`config.mk`:
```
export PLATFORM = sky130hd
export DESIGN_NAME = castor32rv_run_ctrl
export DESIGN_NICKNAME = d
export VERILOG_FILES = /design/src/rtl/castor32rv_run_ctrl.sv
export SDC_FILE = /design/constraint.sdc
export NUM_CORES = 1
export LEC_CHECK = 0
export CAP_MARGIN = 5
export CELL_PAD_IN_SITES_DETAIL_PLACEMENT = 1
export CELL_PAD_IN_SITES_GLOBAL_PLACEMENT = 2
export CORE_AREA = 3 3 160 162
export DETAILED_ROUTE_END_ITERATION = 12
export DIE_AREA = 0 0 163 165
export HOLD_SLACK_MARGIN = 0.06
export PLACE_DENSITY_LB_ADDON = 0.1
export SLEW_MARGIN = 20
export SYNTH_ARGS = -nofsm -noshare
export SYNTH_HDL_FRONTEND = slang
export SYNTH_SLANG_ARGS = --single-unit
```
`constraint.sdc`:
```
create_clock -name clk_i -period 6.2 [get_ports clk_i]
set_input_delay 1.24 -clock clk_i [delete_from_list [all_inputs] [get_ports clk_i]]
set_output_delay 1.24 -clock clk_i [all_outputs]
set_load 0.01 [all_outputs]
```
`src/rtl/castor32rv_run_ctrl.sv`:
```
// Run-control unit for the castor32rv core: drives a single clock-enable for halt, free-run,
// N-cycle single-step and PC breakpoints, and counts retired cycles.
module castor32rv_run_ctrl #(
  parameter int unsigned ADDR_WIDTH      = 32,
  parameter int unsigned NUM_BREAKPOINTS = 4,
  parameter int unsigned CYCLE_CNT_WIDTH = 32,
  parameter int unsigned STEP_CNT_WIDTH  = 16,
  localparam int unsigned BPW = (NUM_BREAKPOINTS > 1) ? $clog2(NUM_BREAKPOINTS) : 1
) (
  input  logic                       clk_i,
  input  logic                       rst_i,
  input  logic                       cmd_valid_i,
  output logic                       cmd_ready_o,
  input  logic [2:0]                 cmd_op_i,
  input  logic [ADDR_WIDTH-1:0]      cmd_arg_i,
  input  logic [BPW-1:0]             cmd_bp_idx_i,
  input  logic [ADDR_WIDTH-1:0]      pc_addr_i,
  output logic                       core_en_o,
  output logic                       halted_o,
  output logic [1:0]                 halt_reason_o,
  output logic [BPW-1:0]             bp_hit_idx_o,
  output logic [CYCLE_CNT_WIDTH-1:0] cycles_o,
  output logic                       halt_pulse_o
);

  localparam logic [2:0] OpHalt      = 3'd1;
  localparam logic [2:0] OpRun       = 3'd2;
  localparam logic [2:0] OpStep      = 3'd3;
  localparam logic [2:0] OpSetBp     = 3'd4;
  localparam logic [2:0] OpClrBp     = 3'd5;
  localparam logic [2:0] OpClrCycles = 3'd6;

  localparam logic [1:0] ReasonCmd  = 2'd1;
  localparam logic [1:0] ReasonStep = 2'd2;
  localparam logic [1:0] ReasonBp   = 2'd3;

  typedef enum logic [1:0] {StHalt, StRun, StStep} state_e;

  state_e                     state_q, state_d;
  logic [1:0]                 reason_q, reason_d;
  logic [BPW-1:0]             bp_hit_q, bp_hit_d;
  logic [CYCLE_CNT_WIDTH-1:0] cycles_q, cycles_d;
  logic [STEP_CNT_WIDTH-1:0]  step_q, step_d;
  logic                       skip_q, skip_d;
  logic                       pulse_q, pulse_d;
  logic [NUM_BREAKPOINTS-1:0] bp_valid_q;
  logic [ADDR_WIDTH-1:0]      bp_addr_q [NUM_BREAKPOINTS];

  logic           cmd_acc;
  logic           bp_match;
  logic [BPW-1:0] bp_idx;
  logic           bp_block;

  // Scan downwards so the lowest matching slot wins.
  always_comb begin
    bp_match = 1'b0;
    bp_idx   = '0;
    for (int i = NUM_BREAKPOINTS - 1; i >= 0; i--) begin
      if (bp_valid_q[i] && (bp_addr_q[i] == pc_addr_i)) begin
        bp_match = 1'b1;
        bp_idx   = BPW'(i);
      end
    end
  end

  assign bp_block = bp_match && !skip_q;
  assign cmd_acc  = cmd_valid_i && cmd_ready_o;

  always_comb begin
    cmd_ready_o = (state_q == StHalt) || !((cmd_op_i == OpRun) || (cmd_op_i == OpStep));
    core_en_o   = (state_q != StHalt) && !bp_block;
    halted_o    = (state_q == StHalt);
  end

  always_comb begin
    state_d  = state_q;
    reason_d = reason_q;
    bp_hit_d = bp_hit_q;
    step_d   = step_q;
    skip_d   = skip_q;
    pulse_d  = 1'b0;
    unique case (state_q)
      StHalt: begin
        if (cmd_acc && (cmd_op_i == OpRun)) begin
          state_d = StRun;
          skip_d  = 1'b1;
        end else if (cmd_acc && (cmd_op_i == OpStep)) begin
          state_d = StStep;
          skip_d  = 1'b1;
          step_d  = (cmd_arg_i[STEP_CNT_WIDTH-1:0] == '0) ? STEP_CNT_WIDTH'(1)
                                                          : cmd_arg_i[STEP_CNT_WIDTH-1:0];
        end
      end
      StRun, StStep: begin
        if (core_en_o) begin
          skip_d = 1'b0;
          if (state_q == StStep) step_d = step_q - STEP_CNT_WIDTH'(1);
        end
        if (bp_block) begin
          state_d  = StHalt;
          reason_d = ReasonBp;
          bp_hit_d = bp_idx;
          pulse_d  = 1'b1;
        end else if ((state_q == StStep) && core_en_o && (step_q == STEP_CNT_WIDTH'(1))) begin
          state_d  = StHalt;
          reason_d = ReasonStep;
          pulse_d  = 1'b1;
        end else if (cmd_acc && (cmd_op_i == OpHalt)) begin
          state_d  = StHalt;
          reason_d = ReasonCmd;
          pulse_d  = 1'b1;
        end
      end
      default: state_d = StHalt;
    endcase

    cycles_d = cycles_q;
    if (cmd_acc && (cmd_op_i == OpClrCycles)) begin
      cycles_d = '0;
    end else if (core_en_o && (cycles_q != '1)) begin
      cycles_d = cycles_q + CYCLE_CNT_WIDTH'(1);
    end
  end

  always_ff @(posedge clk_i) begin
    if (rst_i) begin
      state_q  <= StHalt;
      reason_q <= '0;
      bp_hit_q <= '0;
      cycles_q <= '0;
      step_q   <= '0;
      skip_q   <= 1'b0;
      pulse_q  <= 1'b0;
    end else begin
      state_q  <= state_d;
      reason_q <= reason_d;
      bp_hit_q <= bp_hit_d;
      cycles_q <= cycles_d;
      step_q   <= step_d;
      skip_q   <= skip_d;
      pulse_q  <= pulse_d;
    end
  end

  // Out-of-range slot indices match no slot and are dropped.
  always_ff @(posedge clk_i) begin
    if (rst_i) begin
      bp_valid_q <= '0;
    end else if (cmd_acc) begin
      for (int i = 0; i < NUM_BREAKPOINTS; i++) begin
        if (cmd_bp_idx_i == BPW'(i)) begin
          if (cmd_op_i == OpSetBp) begin
            bp_valid_q[i] <= 1'b1;
            bp_addr_q[i]  <= cmd_arg_i;
          end else if (cmd_op_i == OpClrBp) begin
            bp_valid_q[i] <= 1'b0;
          end
        end
      end
    end
  end

  assign halt_reason_o = reason_q;
  assign bp_hit_idx_o  = bp_hit_q;
  assign cycles_o      = cycles_q;
  assign halt_pulse_o  = pulse_q;

endmodule

```
Word-level counts from Yosys, hierarchy flattened
Memory sizes are Yosys's and may differ from the RTL's. Index checks and enable logic that the tools add are counted.

Add/subtract/negate cells: 2. Eq/ne operators: 23. Muxes and demuxes: 58. Bitwise operators: 1. Reduce and logical (&&, ||, !) cells: 41.

Operators with widths (number): $eq 32x32->1 (4); $mux 32 (3); $reduce_or 32->1 (3); $mux 16 (5); $add 32x1->32 const B (1); $mux 1 (32); $ne 32x32->1 const B (1); $pmux 16 s2 (1); $mux 2 (15); $eq 16x1->1 const B (1); $logic_not 16->1 (1); $sub 16x1->16 const B (1); $reduce_and 3->1 (5); $logic_and 1x1->1 (14); $eq 3x3->1 const B (3); $eq 2x2->1 const B (3); $eq 3x2->1 const B (2); $ne 2x2->1 const B (3); $reduce_and 2->1 (3); $reduce_bool 2->1 (3); $reduce_or 2->1 (3); $reduce_and 5->1 (1); $eq 2x1->1 const B (2); $logic_not 2->1 (2); 10 further kinds (13).

Register bits: 60. RAM bits: 128. Input port bits: 72. Word-level logic and storage cells: 137. Memories: 1.

Memory list: bp_addr_q (words 4, width 32, read ports 4, clocked after Yosys merged registers in 0, wr ports 1, RTL line 47) `logic [ADDR_WIDTH-1:0] bp_addr_q [NUM_BREAKPOINTS];`.

Logic depth before layout (Yosys ltp)
Depth in word-level cells: 14. Mapped depth: 11. Gate-level depth less buffers: 9.

Worst setup path after synthesis
OpenSTA, ideal clock, no wires.

Path kind: input to register. From: in rst_i. To: mem bp_addr_q[1][0] (enable). Library setup time: 0.468 ns. Data arrival time: 4.255 ns. Data required time: 5.732 ns. Path slack: 1.477 ns. Stages: 3. Cell sequence: clkbuf_1 or3_1 nor3b_1.

Cells in the longest elaborated chain, start to end: 6. Elaborated cells on any way between the ends: 17. Those cells by class: 14 x mux; 3 x reduce/logical.

RTL lines: from (decl) (RTL line 11) `input logic rst_i,`; $mux 1 (RTL line 147) `if (rst_i) begin`; $mux 1 (not written as such) (RTL line 154) `bp_addr_q[i] <= cmd_arg_i;`; $reduce_or 32->1 (no source line); $mux 2 (no source line) / $mux 1 (equally long branches) (3 in series); to (decl) (RTL line 47).

Several ways; a longest one is shown, not always the timed one.

Worst setup path after layout
From: in pc_addr_i[19]. To: out core_en_o.

Cells in the longest elaborated chain, start to end: 9. Elaborated cells on any way between the ends: 15. Those cells by class: 4 x eq/ne; 4 x mux; 7 x reduce/logical.

RTL lines: from (decl) (RTL line 17) `input logic [ADDR_WIDTH-1:0] pc_addr_i,`; $eq 32x32->1 (RTL line 59) `if (bp_valid_q[i] && (bp_addr_q[i] == pc_addr_i)) begin`; $logic_and 1x1->1 (RTL line 59); $mux 1 (3 in series) (RTL line 59); $mux 1 (*) (RTL line 59); $logic_and 1x1->1 (*) (RTL line 66) `assign bp_block = bp_match && !skip_q;`; $logic_not 1->1 (*) (RTL line 71) `core_en_o = (state_q != StHalt) && !bp_block;`; $logic_and 1x1->1 (*) (RTL line 71); to (decl) (RTL line 18) `output logic core_en_o,`.

Every way passes the cells marked *; elsewhere a longest branch is shown, timed or not.

==> results.txt <==
Worst Tran Pin Value - 1.068 ns
Max-Slew Margin vs Limit - 28.80%
Layout cell share with drive strength beyond 1 - 6.077%
# setup viols final - 0
Max H-tree Level - 4
Vias - 6,705
Slowest cell on the critical path - or4_1
Area leader, netlist - edfxtp_1
Chip Width - 163 um
Vias per inst - 5.456
VDD IR max - 0.1585 mV
Worst hold path type - flop to flop
Clock slew at reported path FFs - 0.07 ns
Core ar. - 24,250 sq um
Crit path top cell by count - clkdlybuf4s50_1
Area Overhead vs Synth - 22.87%
Achievable Freq - 0.1775 GHz
Remaining DRCs - 0
Rows - 57
Mapped Avg Cell Area - 11.35 sq um
Crit-path cells - clkdlybuf4s50_1 > xor2_1 > nor4_1 > nand4_1 > or4_1 > a41oi_4 > nor2_1 > clkdlybuf4s50_1
Die Y - 165 um
Post-Syn Area - 8944 sq um
Syn Inst Count - 788
DR iter-0 viols - 424
Pleak - 3.563 nW
Post-synth top flop - edfxtp_1
Arr. time, crit path - 4.40 ns
Setup CP Type - input pin to output pin
WL per Instance - 22.25 um
Period minus WS final - 5.635 ns
Final GP Congestion - 0.8102
Initial antenna violation count - 0
DRT Pass-1 Iters - 4
# port buffers - 111
EDFF count, synth - 128
Yosys warnings - 0
Clock Skew - 0.02058 ns
Inserted Diodes - 0
Inserted Clock Buffers - 17
Flop2flop setup slack - 2.62 ns
Max FO, Critical Path - 5
Vias in the first global route - 7,058
Largest net degree at the start of global routing - 72
Post-synthesis cell type count - 71
Setup tns final - 0 ns
Die area - 26,900 sq um
Final net count - 971
Critical Path Sink Type - output pin
Clock root cell - clkbuf_16
GR Overflow Total - 0
Syn Nets - 866
Cts hold-fix bufs - 0
Max-cap violations - 0
Final wirelength - 27.35 mm
Final Hold Viols - 0
Synth async-reset ratio - 0%
I/O Pins - 112
Initial core utilization - 36.88%
RSZ-0062 raised after global routing - no
Synth top area share - 42.98%
Clock Latency Late Sink - 0.44 ns
Clock Sinks - 188
Final ANT Viol Nets - 0
Top post-synthesis cells by area - edfxtp_1, dfxtp_1, xnor2_1
Post-CTS Setup Bufs - 0
Pwr dens - 246.8 nW/um^2
Final worst path period share - 90.89%
Status - finished, final reports clean
Synth Register Bits - 188
CP max stage delay - 0.71 ns
Overall power - 2.712 mW
Post_cts resized - 0
Longest Clk Path Bufs - 2
GRT Util Overall - 20.36%
DP HPWL - 19.40 mm
Register area share after synthesis - 56.41%
Req. time, crit path - 4.96 ns
Max-slew violation count - 0
CTS tree - built
First-pass GRT wire length - 41.76 mm
Crit path launch type - input pin
[layer usage]
metal  track usage [%]  vias up  share of wire (%)
li1                  -     3175                  -
met5                 0        -                  0
met1             26.60     3389                 45
met3             3.888       14                3.8
met4             3.230        0               0.60
met2             35.85      127                 50
[through the flow]
stage | setup slack (ns) | hold slack (ns) | cell area, sq um | utilization, % | std cells
6_report | 0.5649 | 0.5044 | 10990 | 45.32 | 1229
2_1_floorplan | 1.477 | 0.4747 | 8944 | - | 788
3_3_place_gp | 0.8043 | 0.4789 | 10370 | 42.76 | 1197
5_1_grt | 0.6037 | 0.5346 | 10990 | 45.32 | 1229
4_1_cts | 0.7010 | 0.5151 | 10990 | 45.32 | 1229
3_5_place_dp | 0.7194 | 0.5003 | 10400 | 42.87 | 1198
[worst paths after layout]
check,startpoint,cells after the start,endpoint
max,pc_addr_i[19],8,core_en_o
min,cycles_o[19],2,cycles_o[19]
max reg2reg,state_q[0],8,step_q[9]
min reg2reg,cycles_o[19],2,cycles_o[19]
[cells in the final DEF, fill, tap and decap left out, types with 17 or more instances in the layout]
cell,Yosys,final
dfxtp_1,60,60
clkdlybuf4s50_1,0,111
o21ai_0,19,19
xor2_1,58,58
clkbuf_16,0,17
edfxtp_1,128,128
nand3_1,28,28
nand4_1,28,28
xnor2_1,59,59
nor3_1,21,20
a21oi_1,34,34
inv_1,25,25
nor4_1,24,24
nor2_1,43,41
or4_1,27,27
nand2_1,46,46
[kinds of logic after synthesis]
family,count (synthesis),synth area share (%)
xor+xnor,117,11.46
flops,188,56.41
simple gates,281,17.38
fa+ha+maj,6,0.8394
mux,5,0.5736
compound gates,131,10.34
buf+inv,60,3.008
[registers in the layout (all words and copies together) (netlist names)]
register	cells
bp_addr_q	128
bp_hit_idx_o	2
bp_valid_q	4
cycles_o	32
halt_pulse_o	1
halt_reason_o	2
skip_q	1
state_q	2
step_q	16
[synthesized netlist by cell type (2+ instances only)]
cell and instances:
edfxtp_1 128, dfxtp_1 60, xnor2_1 59, xor2_1 58
nand2_1 46, nor2_1 43, a21oi_1 34, nand3_1 28
nand4_1 28, or4_1 27, inv_1 25, nor4_1 24
clkbuf_1 22, nor3_1 21, o21ai_0 19, or3_1 16
o211ai_1 15, nand2b_1 12, a211oi_1 10, o31ai_1 9
and3_1 6, ha_1 6, nand3b_1 6, nor2b_1 6
buf_6 5, a41oi_1 4, and4_1 4, buf_2 4
mux2i_1 4, o22ai_1 4, nand4b_1 3, o2111ai_1 3
o221a_1 3, a22o_1 2, a22oi_1 2, a31oi_1 2
and2_1 2, buf_1 2, nor3b_1 2, o21a_1 2
o21ai_1 2
[worst max-delay path, delay by kind of cell]
family / cells / cell delay [ns]
and+or+nand+nor: 4 / 1.66
AOI/OAI and AO/OA: 1 / 0.25
xor gates and xnor gates: 1 / 0.19
buffers and inverters: 2 / 1.06
[power by group]
group / switching, mW / internal, mW / total (mW)
registers: 0.0108 / 1.35 / 1.36
clock network: 0.548 / 0.543 / 1.09
logic: 0.155 / 0.106 / 0.261
[cell type report]
type / count / area (sq um)
Inverter: 26 / 97.59
Fill cell: 2611 / 13260
Multi-Input combinational cell: 540 / 3650
Tap cell: 324 / 405.4
Clock inverter: 14 / 167.7
Timing Repair Buffer: 120 / 1199
Sequential cell: 188 / 5045
Clock buffer: 17 / 425.4
Power figures use the tool's default switching activity.
